[src/rtl/acesso_memoria_dados.sv]
// acesso_memoria_dados: load/store access controller, initiator side of a
// word-addressed data memory with combinational read data.
// Performs sub-word extraction with sign/zero extension on loads and a
// read-modify-write for byte/halfword stores. Misaligned, out-of-range and
// invalid-size requests are answered with resp_erro without touching memory.
//
// state      | meaning
// -----------+------------------------------------------------------------
// OCIOSO     | idle, req_pronto high, waiting for a request
// LER        | memory addressed; read data sampled at the end of the cycle
// ESCREVER   | mem_write high for this single cycle
// RESPONDER  | resp_valido high until resp_pronto is sampled high
module acesso_memoria_dados #(
    parameter int PALAVRAS = 31
) (
    input  logic        clock,
    input  logic        reset_n,
    input  logic        req_valido,
    output logic        req_pronto,
    input  logic        req_escrita,
    input  logic [1:0]  req_tamanho,
    input  logic        req_sinal,
    input  logic [31:0] req_endereco,
    input  logic [31:0] req_dado,
    output logic        resp_valido,
    input  logic        resp_pronto,
    output logic [31:0] resp_dado,
    output logic        resp_erro,
    output logic [25:0] mem_endereco,
    output logic        mem_write,
    output logic [31:0] mem_dado_escrito,
    input  logic [31:0] mem_dado_lido
);

    typedef enum logic [1:0] {
        OCIOSO    = 2'd0,
        LER       = 2'd1,
        ESCREVER  = 2'd2,
        RESPONDER = 2'd3
    } estado_t;

    localparam logic [1:0]  TAM_BYTE  = 2'b00;
    localparam logic [1:0]  TAM_MEIA  = 2'b01;
    localparam logic [1:0]  TAM_WORD  = 2'b10;
    localparam logic [1:0]  TAM_INVAL = 2'b11;
    localparam logic [31:0] LP_LIMITE = 32'(PALAVRAS);

    estado_t     r_estado;
    estado_t     w_proximo;

    logic        r_escrita;
    logic [1:0]  r_tamanho;
    logic        r_sinal;
    logic [1:0]  r_offset;
    logic [15:0] r_dado_baixo;
    logic [25:0] r_mem_endereco;
    logic [31:0] r_mem_dado_escrito;
    logic [31:0] r_resp_dado;
    logic        r_resp_erro;

    logic        w_aceite;
    logic [25:0] w_end_palavra;
    logic [1:0]  w_offset;
    logic        w_erro;
    logic        w_store_word;
    logic [7:0]  w_byte_lido;
    logic [15:0] w_meia_lida;
    logic [31:0] w_carga;
    logic [31:0] w_mesclado;

    assign w_aceite      = req_valido && (r_estado == OCIOSO);
    assign w_end_palavra = req_endereco[27:2];
    assign w_offset      = req_endereco[1:0];
    assign w_store_word  = req_escrita && (req_tamanho == TAM_WORD);

    // Reject invalid size, misalignment, upper address bits and words past the end.
    always_comb begin
        w_erro = 1'b0;
        if (req_tamanho == TAM_INVAL)
            w_erro = 1'b1;
        if ((req_tamanho == TAM_MEIA) && w_offset[0])
            w_erro = 1'b1;
        if ((req_tamanho == TAM_WORD) && (w_offset != 2'b00))
            w_erro = 1'b1;
        if (req_endereco[31:28] != 4'h0)
            w_erro = 1'b1;
        if ({6'd0, w_end_palavra} >= LP_LIMITE)
            w_erro = 1'b1;
    end

    // Lane selection and extension of the word returned by memory.
    always_comb begin
        w_byte_lido = mem_dado_lido[{r_offset, 3'b000} +: 8];
        w_meia_lida = mem_dado_lido[{r_offset[1], 4'b0000} +: 16];
        case (r_tamanho)
            TAM_BYTE: w_carga = {{24{r_sinal & w_byte_lido[7]}}, w_byte_lido};
            TAM_MEIA: w_carga = {{16{r_sinal & w_meia_lida[15]}}, w_meia_lida};
            default:  w_carga = mem_dado_lido;
        endcase
    end

    // Merge the captured store data into the word read back from memory.
    always_comb begin
        w_mesclado = mem_dado_lido;
        case (r_tamanho)
            TAM_BYTE: w_mesclado[{r_offset, 3'b000} +: 8]     = r_dado_baixo[7:0];
            TAM_MEIA: w_mesclado[{r_offset[1], 4'b0000} +: 16] = r_dado_baixo;
            default:  w_mesclado = mem_dado_lido;
        endcase
    end

    // State register.
    always_ff @(posedge clock or negedge reset_n) begin
        if (!reset_n)
            r_estado <= OCIOSO;
        else
            r_estado <= w_proximo;
    end

    // Next-state logic; errors skip the memory entirely.
    always_comb begin
        w_proximo = r_estado;
        case (r_estado)
            OCIOSO: begin
                if (req_valido) begin
                    if (w_erro)
                        w_proximo = RESPONDER;
                    else if (w_store_word)
                        w_proximo = ESCREVER;
                    else
                        w_proximo = LER;
                end
            end
            LER:       w_proximo = r_escrita ? ESCREVER : RESPONDER;
            ESCREVER:  w_proximo = RESPONDER;
            RESPONDER: w_proximo = resp_pronto ? OCIOSO : RESPONDER;
            default:   w_proximo = OCIOSO;
        endcase
    end

    // Request capture, memory-side registers and response registers.
    always_ff @(posedge clock or negedge reset_n) begin
        if (!reset_n) begin
            r_escrita          <= 1'b0;
            r_tamanho          <= 2'b00;
            r_sinal            <= 1'b0;
            r_offset           <= 2'b00;
            r_dado_baixo       <= 16'h0000;
            r_mem_endereco     <= 26'd0;
            r_mem_dado_escrito <= 32'h0000_0000;
            r_resp_dado        <= 32'h0000_0000;
            r_resp_erro        <= 1'b0;
        end else begin
            if (w_aceite) begin
                r_escrita    <= req_escrita;
                r_tamanho    <= req_tamanho;
                r_sinal      <= req_sinal;
                r_offset     <= w_offset;
                r_dado_baixo <= req_dado[15:0];
                r_resp_dado  <= 32'h0000_0000;
                r_resp_erro  <= w_erro;
                // A rejected request leaves the memory-side registers untouched.
                if (!w_erro) begin
                    r_mem_endereco <= w_end_palavra;
                    if (w_store_word)
                        r_mem_dado_escrito <= req_dado;
                end
            end else if (r_estado == LER) begin
                if (r_escrita)
                    r_mem_dado_escrito <= w_mesclado;
                else
                    r_resp_dado <= w_carga;
            end
        end
    end

    assign req_pronto       = (r_estado == OCIOSO);
    assign resp_valido      = (r_estado == RESPONDER);
    assign mem_write        = (r_estado == ESCREVER);
    assign mem_endereco     = r_mem_endereco;
    assign mem_dado_escrito = r_mem_dado_escrito;
    assign resp_dado        = r_resp_dado;
    assign resp_erro        = r_resp_erro;

endmodule

[config.mk]
export PLATFORM = sky130hd
export DESIGN_NAME = acesso_memoria_dados
export DESIGN_NICKNAME = d
export VERILOG_FILES = /design/src/rtl/acesso_memoria_dados.sv
export SDC_FILE = /design/constraint.sdc
export NUM_CORES = 1
export LEC_CHECK = 0
export BUFFER_PORTS_ARGS = -buffer_cell sky130_fd_sc_hd__buf_2
export CORE_ASPECT_RATIO = 0.75
export CORE_MARGIN = 1.5
export CORE_UTILIZATION = 40
export DETAILED_ROUTE_END_ITERATION = 12
export GPL_TIMING_DRIVEN = 0
export PLACE_DENSITY_LB_ADDON = 0.25
export SLEW_MARGIN = 20
export SYNTH_ARGS = -nofsm -noshare
export SYNTH_HDL_FRONTEND = slang
export SYNTH_SLANG_ARGS = --single-unit
[constraint.sdc]
create_clock -name clock -period 3.2 [get_ports clock]
set_clock_uncertainty 0.15 [all_clocks]
set_input_delay 0.64 -clock clock [delete_from_list [all_inputs] [get_ports clock]]
set_output_delay 0.64 -clock clock [all_outputs]
set_load 0.1 [all_outputs]
# == After elaboration in Yosys (flattened, before gate mapping) ==
# Cells that the tools add are included.
# word_totals
register_bits,115
word_cells,69
output_inout_bits,94
input_bits,104
# classes
eq_ne,11
order_cmp,1
shifts,6
addsub,2
mux,23
reduce_logical,13
bitwise_logic,3
# ops
operator,count
2-to-1 mux 32 bit,8
one-hot mux 32 bit (2 select lines),2
bitwise mux 32 bit,2
variable shift 16 x 7 -> 32 bit (first input constant),1
variable shift 8 x 7 -> 32 bit (first input constant),1
indexed part select 16 x 7 -> 32 bit,1
indexed part select 32 x 6 -> 16 bit,1
indexed part select 32 x 6 -> 8 bit,1
indexed part select 8 x 7 -> 32 bit,1
>= comparator 26 x 5 -> 1 bit (second input constant),1
negation 5 -> 7 bit,2
equality test 2 bit (second input constant),4
2-to-1 mux 2 bit,4
one-hot mux 2 bit (4 select lines),1
equality test 2 x 1 -> 1 bit (second input constant),3
2-to-1 mux 1 bit,6
nonzero test 2 bit,3
logical AND 1 bit,4
zero test 2 bit,2
!= test 2 x 1 -> 1 bit (second input constant),2
!= test 2 bit (second input constant),2
AND reduction 2 bit,2
AND reduction 4 bit,1
nonzero test 4 bit,1
2 further kinds,3

# == Depth between registers and ports, before layout ==
# logic_depth
depth_word,9
depth_mapped,9
depth_no_buf,7

# == Least setup slack after synthesis ==
# OpenSTA, ideal clock, no wires.
# synth_path
kind,reg-to-reg
startpoint,reg r_estado[0]
endpoint,reg r_mem_dado_escrito[10] (netlist: mem_dado_escrito[10])
stages_incl_launch_ff,9
arrival_time_ps,2527
setup_time_ps,126
required_time_ps,2924
path_slack_ps,397
synth_period_minus_slack_ps,2803
n_path_buf,3
cell_sequence,dfrtp_1 > nor2_2 > and2_1 > and4_4 > buf_6 > a32o_1 > buf_6 > buf_12 > mux2_4
# synth_between
elab_chain_cells,4
word_cells_on_any_way,9
classes_between,eq/ne: 3; mux: 1; reduce/logical: 5
# synth_rtl
item,line,source
start: declaration,48,estado_t r_estado;
start signal: assignment,117,r_estado <= w_proximo;
zero test 2 bit (*),-,
via req_pronto,19,"output logic req_pronto,"
logical AND 1 bit (*),71,assign w_aceite = req_valido && (r_estado == OCIOSO);
!= test 2 x 1 -> 1 bit (no line) (tied with other cells),-,
AND reduction 4 bit (no line),-,
end signal: assignment,166,r_mem_dado_escrito <= req_dado;
end signal: assignment,170,r_mem_dado_escrito <= w_mesclado;
end: declaration,57,logic [31:0] r_mem_dado_escrito;
# Mark *: on every way through the listed nets, which the timed path passes. The rest lies on a longest branch.
# A chain may end at the register's enable or synchronous reset.

# == Final worst setup path ==
# layout_path
startpoint,reg r_offset[1]
endpoint,reg r_mem_dado_escrito[23] (netlist: mem_dado_escrito[23])
# layout_between
elab_chain_cells,7
word_cells_on_any_way,12
classes_between,add/sub: 2; shift: 4; mux: 6
# layout_rtl
item,line,source
start: declaration,54,logic [1:0] r_offset;
start signal: assignment,158,r_offset <= w_offset;
negation 5 -> 7 bit (on tied branches),"107, 106",
indexed part select 16 x 7 -> 32 bit (tied with other cells),107,"TAM_MEIA: w_mesclado[{r_offset[1], 4'b0000} +: 16] = r_dado_baixo;"
bitwise mux 32 bit (on tied branches),"107, 106",
one-hot mux 32 bit (2 select lines) (*),105,case (r_tamanho)
2-to-1 mux 32 bit (*),169,if (r_escrita)
2-to-1 mux 32 bit (*),168,end else if (r_estado == LER) begin
2-to-1 mux 32 bit (*),154,if (w_aceite) begin
# Every way passes the cells marked *; elsewhere a longest branch is shown, timed or not. The select of a mux whose other input is x is not followed.

==> impl_metrics.env <==
export IMPL_clock_sink_count=115
export IMPL_timing_critical_path_cells="buf_2 > clkinv_1 > ha_1 > nor4bb_1 > clkbuf_1 > a2bb2oi_1 > o221ai_1 > o21ai_0 > mux2i_1"
export IMPL_netlist_top_cells_count="dfrtp_1, nand2_1, o21ai_0"
export IMPL_final_net_count=953
export IMPL_final_period_utilization_pct=95.0
export IMPL_multi_input_gate_area_mm2=0.00288
export IMPL_num_fill_cells=1393
export IMPL_cts_resized_gates=0
export IMPL_postSynthRegisterBits=115
export IMPL_drt_iter0_drc=559
export IMPL_synth_edf_count=0
export IMPL_cts_buffer_depth=2
export IMPL_die_area_mm2=0.0160
export IMPL_syn_cell_area_mm2=0.00609
export IMPL_drive_above_1_share_pct=31.3
export IMPL_cp_slowest_stage_delay_ns=0.47
export IMPL_initial_antenna_violation_count=0
export IMPL_synthesized_netlist_net_count=736
export IMPL_clk_latency_ns=0.42
export IMPL_place_port_buffers=197
export IMPL_tightestPinTransition_ns=0.762
export IMPL_area_growth_pct=30.4
export IMPL_dp_hpwl_um=15300
export IMPL_core_mm2=0.0147
export IMPL_holdCritPathClass="primary input to async pin"
export IMPL_num_rows=38
export IMPL_postCtsHoldBufs=0
export IMPL_setup_violations_final=0
export IMPL_total_number_of_h_tree_levels=4
export IMPL_gp_congestion=0.948
export IMPL_io_pin_count=198
export IMPL_crit_path_end_kind="flop"
export IMPL_first_pass_grt_wire_length_um=32200
export IMPL_maxClockFrequency_mhz=329
export IMPL_timing_critical_path_arrival_ns=3.23
export IMPL_maxSlewHeadroom_pct=49.2
export IMPL_finalMaxSlewViolations=0
export IMPL_largest_fanout_on_the_critical_path=12
export IMPL_diodes=0
export IMPL_vias_in_the_first_global_route=5630
export IMPL_hold_viol=0
export IMPL_dpl_instance_area_mm2=0.00736
export IMPL_synth_sequential_area_ratio_pct=47.2
export IMPL_timing_worst_setup_path_type="flop to flop"
export IMPL_fp_dieH_um=110
export IMPL_yosys_area_top_type_share_pct=47.2
export IMPL_yosys_cell_count_top_type="dfrtp_1"
export IMPL_clockRootBuffer="clkbuf_16"
export IMPL_drt_first_pass_iters=5
export IMPL_remaining_drc_errors=0
export IMPL_regToRegStartpoint="r_offset[1]"
export IMPL_gr_usage_all_layers_pct=26.6
export IMPL_drtAntennaViolNets=0
export IMPL_grt_overflow_total=0
export IMPL_layout_area_seq_mm2=0.00288
export IMPL_layout_cell_area_non_filler_mm2=0.00795
export IMPL_routedWlPerCell_um=19.5
export IMPL_post_route_min_period_ns=3.04
export IMPL_timing_critical_path_from_type="flop"
export IMPL_yosysWarnings=0
export IMPL_yosys_cell_types_count=53
export IMPL_clk_transition_reported_paths_ns=0.06
export IMPL_post_synthesis_average_cell_area_um2=9.72
export IMPL_totalNegativeSetupSlack_ns=0
export IMPL_pin_count_of_the_biggest_net_entering_global_routing=61
export IMPL_drv_cap=0
export IMPL_total_cts_buffers=17
export IMPL_worst_setup_path_startpoint="r_offset[1]"
export IMPL_synth_top_cells_by_area="dfrtp_1, nand2_1, mux2i_1"
export IMPL_initial_utilization_pct=41.5
export IMPL_kind_of_cell_adding_the_most_delay_to_the_critical_path="buffers and inverters"
export IMPL_r2r_setup_slack_ns=0.16
export IMPL_critical_path_buf_inv_count=3
export IMPL_vias=5824
export IMPL_drt_total_wl_um=20600
export IMPL_slowest_cell_on_the_critical_path="ha_1"
export IMPL_syn_instance_count=627
export IMPL_grt_setup_unrepaired="no"
export IMPL_outcome="finished clean"
export IMPL_postCtsSetupRepairBufs=0
export IMPL_synth_async_reset_ratio_pct=100
export IMPL_crit_required_ns=3.39
export IMPL_vias_cell=5.51
export IMPL_die_w_um=146
export IMPL_synth_main_ff_cell="dfrtp_1"
export IMPL_synthDominantAreaCellType="dfrtp_1"
export IMPL_tritoncts="yes"
-- worst paths after layout --
check                                       end  cells after the start
hold reg to reg                    resp_dado[7]                      2
setup reg to reg           mem_dado_escrito[23]                      9
hold / removal                  mem_endereco[4]                      1
setup / recovery           mem_dado_escrito[23]                      9
max in group asynchronous  mem_dado_escrito[22]                      2
min in group clock                      r_sinal                      3
-- worst reg2reg max path: stages, from the launching register on --
cell and delay (ns):
dfrtp_1 0.39, buf_2 0.21, clkinv_1 0.34, ha_1 0.47, nor4bb_1 0.24, clkbuf_1 0.34, a2bb2oi_1 0.12, o221ai_1 0.39
o21ai_0 0.16, mux2i_1 0.15
-- state kept, by name (all words and copies together), names as in the netlist --
register and cells:
resp_erro 1, r_estado 2, mem_endereco 26, r_escrita 1, r_dado_baixo 16, r_offset 2
r_sinal 1, r_tamanho 2, mem_dado_escrito 32, resp_dado 32
-- layer usage --
metal / GRT usage, % / up-vias / share of wire [%]
li1: - / 2681 / -
met1: 38.6 / 2831 / 45
met2: 39.7 / 289 / 44
met3: 6.18 / 23 / 10
met4: 7.43 / 0 / 1.1
met5: 0 / - / 0
-- placed cells by master, fill, tap and decap left out, drive strengths merged, types with 4 or more instances in the layout --
cell	synthesis	final
buf	16	214
dfrtp	115	115
nand2	102	102
o21ai	55	55
clkbuf	28	48
nor2b	38	38
inv	32	33
a22o	30	30
mux2i	28	28
a21oi	27	27
nor2	26	26
nand2b	16	16
o2111ai	15	15
mux2	13	13
a221oi	12	12
a222oi	8	8
clkinv	1	7
o221ai	6	6
nor4	6	6
mux4	5	5
ha	5	5
a21o	4	4
-- kinds of logic after synthesis --
family,share of synthesized area (%)
muxes,9.22
AOI/OAI and AO/OA,20.0
buffers and inverters,5.65
DFF,47.2
and+or+nand+nor,16.9
adders and majority gates,1.03
-- area by class of cell --
type	instances	share of cell area, %
plain buffers	44	2.79
clock buffers	20	5.62
clock inverters	12	1.67
inverters	33	1.56
multi-input cells	435	36.2
flip-flops and latches	115	36.2
well taps	200	3.15
repair buffers	198	12.8
-- metrics by stage --
step	hold slack (ns)	cells	setup slack, ns	util, %
after CTS	0.0710	1057	0.228	54.1
final	0.0431	1057	0.160	54.1
after detailed placement	0.317	1025	0.235	50.1
after floorplan	0.194	627	0.397	-
after global placement	0.307	1024	-0.107	49.9
after global routing	0.0846	1057	0.0315	54.1
Power is left out: the tool's default activity adds up to more than one toggle a clock period on the data nets, which glitch-free logic cannot reach.
